==> config.mk <==
export PLATFORM = sky130hd
export DESIGN_NAME = mem_io_bridge
export DESIGN_NICKNAME = d
export VERILOG_FILES = /design/src/rtl/mem_io_bridge.sv
export SDC_FILE = /design/constraint.sdc
export NUM_CORES = 1
export LEC_CHECK = 0
export BUFFER_PORTS_ARGS = -buffer_cell sky130_fd_sc_hd__buf_2
export CAP_MARGIN = 20
export CORE_MARGIN = 2
export CORE_UTILIZATION = 40
export CTS_BUF_LIST = sky130_fd_sc_hd__clkbuf_2
export DETAILED_ROUTE_END_ITERATION = 10
export GPL_ROUTABILITY_DRIVEN = 0
export PLACE_DENSITY = 0.77
export SETUP_SLACK_MARGIN = 0.02
export SYNTH_ARGS = -nofsm -noshare
export SYNTH_HDL_FRONTEND = slang
export SYNTH_SLANG_ARGS = --single-unit
==> constraint.sdc <==
create_clock -name clk -period 2.9 [get_ports clk]
set_input_delay 0.435 -clock clk [delete_from_list [all_inputs] [get_ports clk]]
set_output_delay 0.435 -clock clk [all_outputs]
set_load 0.05 [all_outputs]
==> src/rtl/mem_io_bridge.sv <==
// CPU-to-memory/IO bridge: decodes a held CPU request onto a synchronous
// word RAM or a small set of memory-mapped peripherals (led/sw, seg
// display register, free-running counter) and returns a one-cycle
// completion pulse. Unmapped accesses complete like peripherals and set a
// sticky bus error.
module mem_io_bridge #(
  parameter int unsigned RAM_LAT = 2
) (
  input  logic        clk,
  input  logic        reset,
  input  logic        CPU_MIO,
  input  logic        mem_w,
  input  logic [31:0] Addr_out,
  input  logic [31:0] Data_out,
  output logic [31:0] Data_in,
  output logic        MIO_ready,
  output logic [9:0]  ram_addr,
  output logic [31:0] ram_din,
  output logic        ram_we,
  input  logic [31:0] ram_dout,
  input  logic [15:0] sw,
  output logic [15:0] led,
  output logic [31:0] seg,
  output logic        bus_err
);

  typedef enum logic [1:0] {
    IDLE   = 2'd0,
    RAM_WR = 2'd1,
    RAM_RD = 2'd2,
    DONE   = 2'd3
  } state_t;

  // Wait-counter value on the final RAM_RD cycle.
  localparam logic [3:0] WAIT_LAST = 4'(RAM_LAT - 1);

  state_t      state_q,    state_d;
  logic [3:0]  waitCnt_q,  waitCnt_d;
  logic [31:0] dataIn_q,   dataIn_d;
  logic        mioReady_q, mioReady_d;
  logic [9:0]  ramAddr_q,  ramAddr_d;
  logic [31:0] ramDin_q,   ramDin_d;
  logic        ramWe_q,    ramWe_d;
  logic [15:0] led_q,      led_d;
  logic [31:0] seg_q,      seg_d;
  logic [31:0] counter_q,  counter_d;
  logic        busErr_q,   busErr_d;

  logic selRam;
  logic selSeg;
  logic selLed;
  logic selCnt;

  // Address bits that play no part in decode (word RAM is only 1K deep,
  // byte offset is ignored).
  logic unusedAddrBits;
  assign unusedAddrBits = ^{Addr_out[27:12], Addr_out[1:0]};

  assign selRam = (Addr_out[31:28] == 4'h0);
  assign selSeg = (Addr_out[31:28] == 4'hE);
  assign selLed = (Addr_out[31:28] == 4'hF) && !Addr_out[2];
  assign selCnt = (Addr_out[31:28] == 4'hF) &&  Addr_out[2];

  // Next-state logic: transaction sequencing, peripheral updates and counter.
  always_comb begin
    state_d    = state_q;
    waitCnt_d  = waitCnt_q;
    dataIn_d   = dataIn_q;
    mioReady_d = 1'b0;
    ramAddr_d  = ramAddr_q;
    ramDin_d   = ramDin_q;
    ramWe_d    = 1'b0;
    led_d      = led_q;
    seg_d      = seg_q;
    counter_d  = counter_q + 32'd1;
    busErr_d   = busErr_q;

    unique case (state_q)
      IDLE: begin
        if (CPU_MIO) begin
          if (selRam) begin
            ramAddr_d = Addr_out[11:2];
            ramDin_d  = Data_out;
            waitCnt_d = 4'd0;
            if (mem_w) begin
              state_d = RAM_WR;
              ramWe_d = 1'b1;
            end else begin
              state_d = RAM_RD;
            end
          end else begin
            state_d    = DONE;
            mioReady_d = 1'b1;
            if (selSeg) begin
              if (mem_w) seg_d    = Data_out;
              else       dataIn_d = seg_q;
            end else if (selLed) begin
              if (mem_w) led_d    = Data_out[15:0];
              else       dataIn_d = {16'h0000, sw};
            end else if (selCnt) begin
              if (mem_w) counter_d = Data_out;
              else       dataIn_d  = counter_q;
            end else begin
              busErr_d = 1'b1;
              if (!mem_w) dataIn_d = 32'h0000_0000;
            end
          end
        end
      end
      RAM_WR: begin
        state_d    = DONE;
        mioReady_d = 1'b1;
      end
      RAM_RD: begin
        if (waitCnt_q == WAIT_LAST) begin
          dataIn_d   = ram_dout;
          waitCnt_d  = 4'd0;
          state_d    = DONE;
          mioReady_d = 1'b1;
        end else begin
          waitCnt_d = waitCnt_q + 4'd1;
        end
      end
      DONE: begin
        state_d = IDLE;
      end
      default: begin
        state_d = IDLE;
      end
    endcase
  end

  // State and registered outputs; reset dominates any request or load.
  always_ff @(posedge clk) begin
    if (reset) begin
      state_q    <= IDLE;
      waitCnt_q  <= 4'd0;
      dataIn_q   <= 32'h0;
      mioReady_q <= 1'b0;
      ramAddr_q  <= 10'h0;
      ramDin_q   <= 32'h0;
      ramWe_q    <= 1'b0;
      led_q      <= 16'h0;
      seg_q      <= 32'h0;
      counter_q  <= 32'h0;
      busErr_q   <= 1'b0;
    end else begin
      state_q    <= state_d;
      waitCnt_q  <= waitCnt_d;
      dataIn_q   <= dataIn_d;
      mioReady_q <= mioReady_d;
      ramAddr_q  <= ramAddr_d;
      ramDin_q   <= ramDin_d;
      ramWe_q    <= ramWe_d;
      led_q      <= led_d;
      seg_q      <= seg_d;
      counter_q  <= counter_d;
      busErr_q   <= busErr_d;
    end
  end

  assign Data_in   = dataIn_q;
  assign MIO_ready = mioReady_q;
  assign ram_addr  = ramAddr_q;
  assign ram_din   = ramDin_q;
  assign ram_we    = ramWe_q;
  assign led       = led_q;
  assign seg       = seg_q;
  assign bus_err   = busErr_q;

endmodule

==> results of run 1 <==
[cells by family (layout without fill, tap and decap cells)]
group           after synthesis  after routing  synth area share [%]
flops                       163            163                 45.54
mux                          66             66                 9.219
xor+xnor                     28             28                 3.422
buf+inv                      70            359                 4.488
fa+ha+maj                     7              7                 1.222
compound gates              186            186                 16.34
simple gates                320            320                 19.77
other cells                   0              1                     0
[area by class of cell]
type / instances / area (sq um) / share of cell area [%]
clock inverters: 13 / 182.7 / 1.920
well taps: 225 / 281.5 / 2.958
inverters: 6 / 22.52 / 0.2367
clock buffers: 19 / 95.09 / 0.9992
flip-flops and latches: 163 / 3263 / 34.29
multi-input cells: 607 / 3600 / 37.83
repair buffers: 321 / 2069 / 21.75
diodes: 1 / 2.502 / 0.02630
[routing by layer]
metal / global-route usage, % / vias to the layer above / share of wire, %
met5: 0 / - / 0.12
met4: 9.580 / 4 / 2.5
met3: 6.512 / 45 / 7.2
met2: 39.11 / 249 / 48
met1: 26.96 / 3274 / 42
li1: - / 3463 / -
[flip-flops by register name (all words and copies together) (netlist names)]
signal,cells
ram_din,32
led,16
MIO_ready,1
counter_q,32
bus_err,1
ram_we,1
seg,32
Data_in,32
ram_addr,10
waitCnt_q,4
state_q,2
[worst min-delay path, cell delays in order]
cell and delay, ns:
buf_2 0.13, nand3_1 0.08, a21oi_1 0.07, nor2_1 0.08
[metrics by stage]
step	util [%]	setup slack (ns)	cell area, sq um
after floorplan	-	0.8987	7166
after global placement	48.39	0.4665	8428
after detailed placement	48.39	0.3936	8428
after CTS	54.58	0.3258	9507
after global routing	54.64	0.1195	9517
final	54.64	0.2980	9517
[worst min-delay path by stage]
stage              endpoint  cells past startpoint
5_1_grt         ram_addr[0]                      3
4_1_cts             bus_err                      4
2_1_floorplan  waitCnt_q[3]                      2
3_3_place_gp    ram_din[21]                      2
3_5_place_dp    ram_addr[7]                      2
6_report            bus_err                      4
[cell usage in the layout (no fill, tap or decap), types with 15 or more instances in the layout]
| cell type | instances |
|---|---|
| a211oi_1 | 61 |
| a21oi_1 | 81 |
| a22o_1 | 16 |
| buf_2 | 221 |
| buf_4 | 19 |
| clkbuf_2 | 19 |
| dfxtp_1 | 163 |
| dlygate4sd3_1 | 80 |
| mux2i_1 | 66 |
| nand2_1 | 118 |
| nand3_1 | 15 |
| nor2_1 | 125 |
| nor2b_1 | 20 |
| o21ai_0 | 19 |
| xor2_1 | 18 |
[power breakdown]
| group | internal (W) | switching (W) | leakage, nW | total, W |
|---|---|---|---|---|
| clock | 0.000574 | 0.000830 | 0.160 | 0.00140 |
| combinational | 0.000468 | 0.00114 | 2.47 | 0.00160 |
| sequential | 0.00241 | 0.0000970 | 1.32 | 0.00251 |
==> metrics.cfg, run 1 <==
[detailed_routing]
vias_per_cell=5.192
drtAntennaViolNets=0
drt_pre_antenna_iters=5
routedWlPerCell_um=16.22
vias=7035
drtIter0Drc=409
drc=0
totalWireLength_um=21980

[worst_setup_path]
r2r_start=state_q[0]
critical_path_depth=7
cp-end-kind=flip-flop
critPathRequiredTime_ns=3.52
r2r_slack_ns=0.30
crit_end=ram_din[30]
r2r-end=ram_din[30]
crit_path_max_fanout=26
crit_path_start=state_q[0]
worstPathArrival_ns=3.22
path_buf_inv=3
r2r_cells=7
slowest_delay_ns=0.55
crit_path_top_delay_cell=dlygate4sd3_1
worstSetupStartpointType=flip-flop
cp_top_family=buffers and inverters
path_cells=inv_1 > ha_1 > nand3_2 > buf_4 > nand2_1 > a21oi_1 > dlygate4sd3_1
crit_type=flip-flop to flip-flop

[layout]
drive_gt1_share_pct=24.89
fin_cells=1355
fillCellCount=1602
area_growth_syn_to_layout_pct=32.81
finalNetCount=1239

[timing]
max_freq_mhz=384.3
fin_worst_skew_ns=0.04140
slew_viol_final=0
fin_crit_sh_pct=89.73
hold_ws_ns=0.09562
setup_viol=0
slew_headroom_pct=50.61
hold_violations=0
tightest_slew_ns=0.7409
tns_ns=0
rsz0062_at_grt=false
finalCriticalPeriod_ns=2.602

[floorplan]
rows=48
core_area_sq_um=17420
dieArea_sq_um=19000
io_pins=241
initial_core_util_pct=41.14
die_w_um=137.8
die_h_um=137.8

[yosys]
synth-edff-count=0
synth_nets=963
synth_seq_cells=163
netlist-cell-type-count=44
synth.area.top_cells=dfxtp_1 (46%), mux2i_1 (9.2%), nor2_1 (6.5%), a211oi_1 (6.4%), nand2_1 (6.2%)
synth_top_area_cell=dfxtp_1
synth_area_sq_um=7166
async_flop_share_pct=0
synth_seq_area_share_pct=45.54
synth-main-ff-cell=dfxtp_1
synthTopCellsByCount=dfxtp_1 (163), nor2_1 (125), nand2_1 (118)
yosysTopAreaCellShare_pct=45.54
syn_inst=840
yosysMostFrequentCell=dfxtp_1
yosys_warnings=0
syn_avg_cell_area_sq_um=8.531

[pwr]
power_density_nw_per_um2=579.5
p_leak_nw=3.946
total_power_w=0.005515
vdd_drop_max_v=0.0004192

[hold_path]
hold_class=input pin to flip-flop
min-delay-start=Addr_out[31]

[clock_tree]
cts_inserted_buffers=17
cts_hold_buffers=80
root_buffer=clkbuf_2
cts_buffer_depth=2
htreeDepth=4
cts_resized=0
clk_pin_slew_ns=0.24
clock_sinks=163
cts_tree=done
clkLatencyLatePin_ns=0.72
cts_setup_buffers=0

[place]
portBuffers=222
dp_cells=1241
hpwl_um=14330

[global_routing]
grt_max_degree=69
grt_use_total_pct=22.94
grt_pass1_vias=6837
grt_remaining_overflow=0
grt_pass1_wl_um=34070
antenna_found_initial=3

[job]
maxCapViolCount=0

[outcome]
status=complete, no violations

Power figures use the tool's default switching activity.
==> run 2, diff against run 1 <==
--- a/config.mk
+++ b/config.mk
@@ -8,11 +8,11 @@
 export BUFFER_PORTS_ARGS = -buffer_cell sky130_fd_sc_hd__buf_2
 export CAP_MARGIN = 20
 export CORE_MARGIN = 2
-export CORE_UTILIZATION = 40
+export CORE_UTILIZATION = 34
 export CTS_BUF_LIST = sky130_fd_sc_hd__clkbuf_2
 export DETAILED_ROUTE_END_ITERATION = 10
 export GPL_ROUTABILITY_DRIVEN = 0
-export PLACE_DENSITY = 0.77
+export PLACE_DENSITY = 0.69
 export SETUP_SLACK_MARGIN = 0.02
 export SYNTH_ARGS = -nofsm -noshare
 export SYNTH_HDL_FRONTEND = slang
==> metrics.cfg, run 2 (synthesis results as in run 1) <==
[floorplan]
dieArea_sq_um=22250  ; +17%
core_area_sq_um=20820  ; +20%
die_w_um=149.2  ; +8.2%
io_pins=241  ; unchanged
rows=53  ; +10%
initial_core_util_pct=34.41  ; -6.7 points
die_h_um=149.2  ; +8.2%

[timing]
slew_viol_final=0  ; unchanged
setup_viol=0  ; unchanged
max_freq_mhz=426.1  ; +11%
rsz0062_at_grt=false
finalCriticalPeriod_ns=2.347  ; -0.2550 ns
tightest_slew_ns=0.6490  ; -0.09192 ns
hold_violations=0  ; unchanged
worst_slack_ns=0.5529  ; +0.2550 ns
slew_headroom_pct=56.74  ; +6.1 points
fin_worst_skew_ns=0.04516  ; +0.003765 ns
fin_crit_sh_pct=80.93  ; -8.8 points
tns_ns=0  ; unchanged

[layout]
final_cell_mix=buf_2 (221), dfxtp_1 (163), nor2_1 (125)
drive_gt1_share_pct=25.11  ; +0.22 points
final_util_pct=45.43  ; -9.2 points
finalNetCount=1233  ; -0.48%
mostFrequentLayoutCell=buf_2
area_growth_syn_to_layout_pct=32.01

[place]
portBuffers=222  ; unchanged
hpwl_um=15060  ; +5.1%
pre_cts_slack_ns=0.5633  ; +0.1697 ns

[pwr]
power_frac_clock_pct=21.5  ; -4.0 points
power_density_nw_per_um2=557.4  ; -3.8%
internal_power_w=0.003194  ; -7.5%
p_leak_nw=3.867  ; -2.0%
vdd_drop_max_v=0.0003006  ; -28%
combPwrFrac_pct=30.8  ; +1.7 points
total_power_w=0.005272  ; -4.4%
net-switching-power_w=0.002078  ; +0.79%
seqPwrFrac_pct=47.6  ; +2.1 points
switching_share_pct=39.42  ; +2.0 points

[clock_tree]
clock_sinks=163  ; unchanged
cts_tree=done
clk_pin_slew_ns=0.23  ; about the same
cts_inserted_buffers=17  ; unchanged
clkLatencyLatePin_ns=0.76  ; +0.04 ns
cts_resized=0  ; unchanged
cts_buffer_depth=2  ; unchanged
htreeDepth=4  ; unchanged
root_buffer=clkbuf_2

[worst_setup_path]
critPathRequiredTime_ns=3.54  ; +0.02 ns
crit_path_max_fanout=16  ; -38%
slowest_delay_ns=0.46  ; -0.09 ns
crit_path_top_delay_cell=or3_1
cp_top_family=simple AND/OR/NAND/NOR gates
crit_type=flip-flop to flip-flop
cp-end-kind=flip-flop
worstSetupStartpointType=flip-flop
worstPathArrival_ns=2.99  ; -0.23 ns
path_buf_inv=2  ; -1
path_cells=inv_1 > ha_1 > nand2_1 > or3_1 > nor3b_4 > buf_4 > mux2i_1 > nor2_1

[global_routing]
use_met3_pct=5.229  ; -1.3 points
use_met1_pct=23.95  ; -3.0 points
use_met2_pct=34.08  ; -5.0 points
grt_max_degree=77  ; +12%
grt_pass1_wl_um=34600  ; +1.6%
grt_pass1_vias=6730  ; -1.6%
grt_remaining_overflow=0  ; unchanged
antenna_found_initial=2  ; -1
grt_use_total_pct=19.86  ; -3.1 points
grt.busiest_layer=met2

[job]
maxCapViolCount=0  ; unchanged

[detailed_routing]
totalWireLength_um=22330  ; +1.6%
drtIter0Drc=249  ; -39%
vias_per_cell=4.941  ; -4.8%
drt_pre_antenna_iters=5  ; unchanged
drc=0  ; unchanged
vias=6918  ; -1.7%
drtAntennaViolNets=0  ; unchanged
routedWlPerCell_um=15.95  ; -1.7%

[hold_path]
hold_class=input pin to flip-flop

[outcome]
status=complete, no violations

[run 2: stage by stage]
stage               cells  instance area [sq um]  hold WS, ns
finish               1400                   9459      0.07727
global route         1400                   9459    -0.002579
CTS                  1398                   9454      0.01097
detailed placement   1293                   8521       0.4436
global placement     1293                   8521       0.4394
floorplan             840                   7166       0.4632
[run 2: routing by layer]
metal	share of wire, %	wire (um)	up-vias
met5	0	0	-
met4	1.9	429	0
met3	6.0	1332	35
met2	49	10840	206
met1	44	9725	3230
li1	-	-	3447
[run 2: layout make-up]
cell class,count,area [sq um]
fill,2039,11360
multi-input combinational,607,3602
sequential,163,3263
timing repair buffer,315,2019
tap,275,344.1
clock inverter,15,117.6
clock buffer,17,85.08
inverter,6,22.52
antenna,2,5.005
[run 2: repair_timing]
action | in CTS | in global routing
hold buffers | 73 | 0
setup buffers | 0 | 0
hold endpoints to repair | 155 | 0
[run 2: worst paths after layout]
path,cells after the start,end,slack (ns),start
worst max register to register,8,led[5],0.55,state_q[1]
worst min register to register,2,ram_din[23],0.47,ram_din[23]
worst max-delay path,8,led[5],0.55,state_q[1]
worst min-delay path,3,Data_in[2],0.08,ram_dout[2]
[run 2: worst min-delay path, stage by stage]
cell,delay [ns]
buf_2,0.10
a21oi_1,0.18
a211oi_1,0.09
[run 2: power groups by stage]
stage	Sequential [W]	Combinational [W]	Clock, W
after detailed placement	0.00255	0.00155	0
after CTS	0.00251	0.00163	0.00119
final	0.00251	0.00163	0.00113
after global placement	0.00255	0.00153	0
after global routing	0.00253	0.00176	0.00126
after floorplan	0.00303	0.000627	0
==> run 3, diff against run 2 <==
--- a/config.mk
+++ b/config.mk
@@ -12,7 +12,7 @@
 export CTS_BUF_LIST = sky130_fd_sc_hd__clkbuf_2
 export DETAILED_ROUTE_END_ITERATION = 10
 export GPL_ROUTABILITY_DRIVEN = 0
-export PLACE_DENSITY = 0.69
+export PLACE_DENSITY = 0.71
 export SETUP_SLACK_MARGIN = 0.02
 export SYNTH_ARGS = -nofsm -noshare
 export SYNTH_HDL_FRONTEND = slang
==> constraint.sdc (replaced) <==
create_clock -name clk -period 2 [get_ports clk]
set_input_delay 0.3 -clock clk [delete_from_list [all_inputs] [get_ports clk]]
set_output_delay 0.3 -clock clk [all_outputs]
set_load 0.05 [all_outputs]
==> metrics.cfg, run 3 (synthesis results as in run 1) <==
[timing]
fin_crit_sh_pct=95.98  ; +15 points
slew_headroom_pct=69.04  ; +12 points
max_freq_mhz=521.0  ; +22%
fin_worst_skew_ns=0.04517  ; +0.000001900 ns
finalCriticalPeriod_ns=1.920  ; -0.4275 ns
worst_slack_ns=0.08046  ; -0.4725 ns
tns_ns=0  ; unchanged
rsz0062_at_grt=false
hold_violations=0  ; unchanged
tightest_slew_ns=0.4643  ; -0.1846 ns
setup_viol=0  ; unchanged
slew_viol_final=0  ; unchanged

[place]
pre_cts_slack_ns=0.03224  ; -0.5311 ns
hpwl_um=15340  ; +1.9%
portBuffers=222  ; unchanged

[detailed_routing]
drtIter0Drc=355  ; +43%
drtAntennaViolNets=0  ; unchanged
drc=0  ; unchanged
routedWlPerCell_um=15.72  ; -1.4%
vias_per_cell=4.954  ; +0.26%
drt_pre_antenna_iters=5  ; unchanged
totalWireLength_um=22660  ; +1.5%
vias=7139  ; +3.2%

[worst_setup_path]
r2r_start=state_q[1]
path_cells=inv_2 > ha_4 > nand2_2 > or3_4 > nor3b_4 > buf_6 > mux2i_1 > nor2_1
worstSetupStartpointType=flip-flop
r2r_cells=8  ; unchanged
worstPathArrival_ns=2.55  ; -0.44 ns
crit_type=flip-flop to flip-flop
critPathRequiredTime_ns=2.63  ; -0.91 ns
crit_path_start=state_q[1]
crit_path_top_delay_cell=dfxtp_2
cp-end-kind=flip-flop
crit_path_max_fanout=5  ; -11
path_buf_inv=2  ; unchanged
cp_top_family=simple AND/OR/NAND/NOR gates
critical_path_depth=8  ; unchanged
slowest_delay_ns=0.39  ; -0.07 ns

[global_routing]
grt_remaining_overflow=0  ; unchanged
antenna_found_initial=1  ; -1
grt_pass1_wl_um=35130  ; +1.5%
grt_use_total_pct=19.94  ; +0.078 points
grt_max_degree=67  ; -13%
grt_pass1_vias=6874  ; +2.1%

[clock_tree]
root_buffer=clkbuf_2
cts_tree=done
htreeDepth=4  ; unchanged
clkLatencyLatePin_ns=0.74  ; -0.02 ns
clk_pin_slew_ns=0.23  ; about the same
cts_buffer_depth=2  ; unchanged
cts_inserted_buffers=17  ; unchanged
clock_sinks=163  ; unchanged

[floorplan]
dieArea_sq_um=22250  ; unchanged
core_area_sq_um=20820  ; unchanged
die_w_um=149.2  ; unchanged
io_pins=241  ; unchanged
die_h_um=149.2  ; unchanged
initial_core_util_pct=34.41  ; unchanged
rows=53  ; unchanged

[hold_path]
worst_hold_path.num_cells=5  ; +2
min-delay-start=sw[12]
hold_class=input pin to flip-flop

[layout]
drive_gt1_share_pct=27.55  ; +2.4 points
finalNetCount=1276  ; +3.5%
mostFrequentLayoutCell=buf_2
fillCellCount=1930  ; -5.3%
area_growth_syn_to_layout_pct=40.11
final_cell_mix=buf_2 (221), dfxtp_1 (161), nor2_1 (125)

[pwr]
p_leak_nw=4.149  ; +7.3%
vdd_drop_max_v=0.0003793  ; +26%
power_density_nw_per_um2=807.8  ; +45%

[job]
maxCapViolCount=0  ; unchanged

[outcome]
status=complete, no violations

==> run 3: path summary, 6_finish.rpt <==
kind                               endpoint  slack (ns)
worst max-delay path                led[15]        0.08
worst min-delay path            Data_in[12]        0.10
worst max register to register      led[15]        0.08
worst min register to register  ram_din[25]        0.46
==> run 3: stage by stage <==
stage          hold slack, ns  utilization [%]  cells  total power [W]  instance area [sq um]
6_report               0.1048            48.22   1441         0.008110                  10040
4_1_cts               0.01045            47.65   1436         0.008076                   9922
3_5_place_dp           0.4430            42.25   1318         0.006037                   8798
3_3_place_gp           0.4394            42.25   1318         0.005995                   8798
2_1_floorplan          0.4360                -    840         0.005310                   7174
5_1_grt               0.06063            48.22   1441         0.008507                  10040
==> run 3: routing by layer <==
metal,vias up,wire length (um),global-route usage [%],part of all wire [%]
met2,216,11120,34.95,49
met4,0,467,6.857,2.1
met5,-,0,0,0
li1,3535,-,-,-
met3,39,1244,4.587,5.5
met1,3349,9828,23.96,43
==> run 3: final cells by class <==
cell class | count | area [sq um] | share of cell area (%)
Antenna cell | 1 | 2.502 | 0.02493
Clock buffer | 17 | 85.08 | 0.8475
Clock inverter | 14 | 163.9 | 1.633
Inverter | 6 | 22.52 | 0.2243
Multi-Input combinational cell | 607 | 3646 | 36.32
Sequential cell | 163 | 3266 | 32.53
Tap cell | 275 | 344.1 | 3.427
Timing Repair Buffer | 358 | 2510 | 25.00
==> run 3: timing repair <==
item / in CTS / in global routing
pin swaps: 0 / 6
setup buffers: 0 / 3
resized for setup: 1 / 16
hold buffers: 87 / 0
cloned: 0 / 1
hold endpoints to repair: 158 / 0
setup endpoints to repair: 1 / 68
==> run 3: power by group <==
part | leakage [nW] | internal [W] | total, W | switching [W]
sequential | 1.32 | 0.00350 | 0.00364 | 0.000138
combinational | 2.69 | 0.000862 | 0.00257 | 0.00171
clock | 0.137 | 0.000682 | 0.00190 | 0.00122
==> run 3: worst min-delay path, stage by stage <==
cell      delay [ns]
buf_2           0.09
mux2i_1         0.12
a211oi_1        0.09
a21oi_1         0.11
a211oi_1        0.08
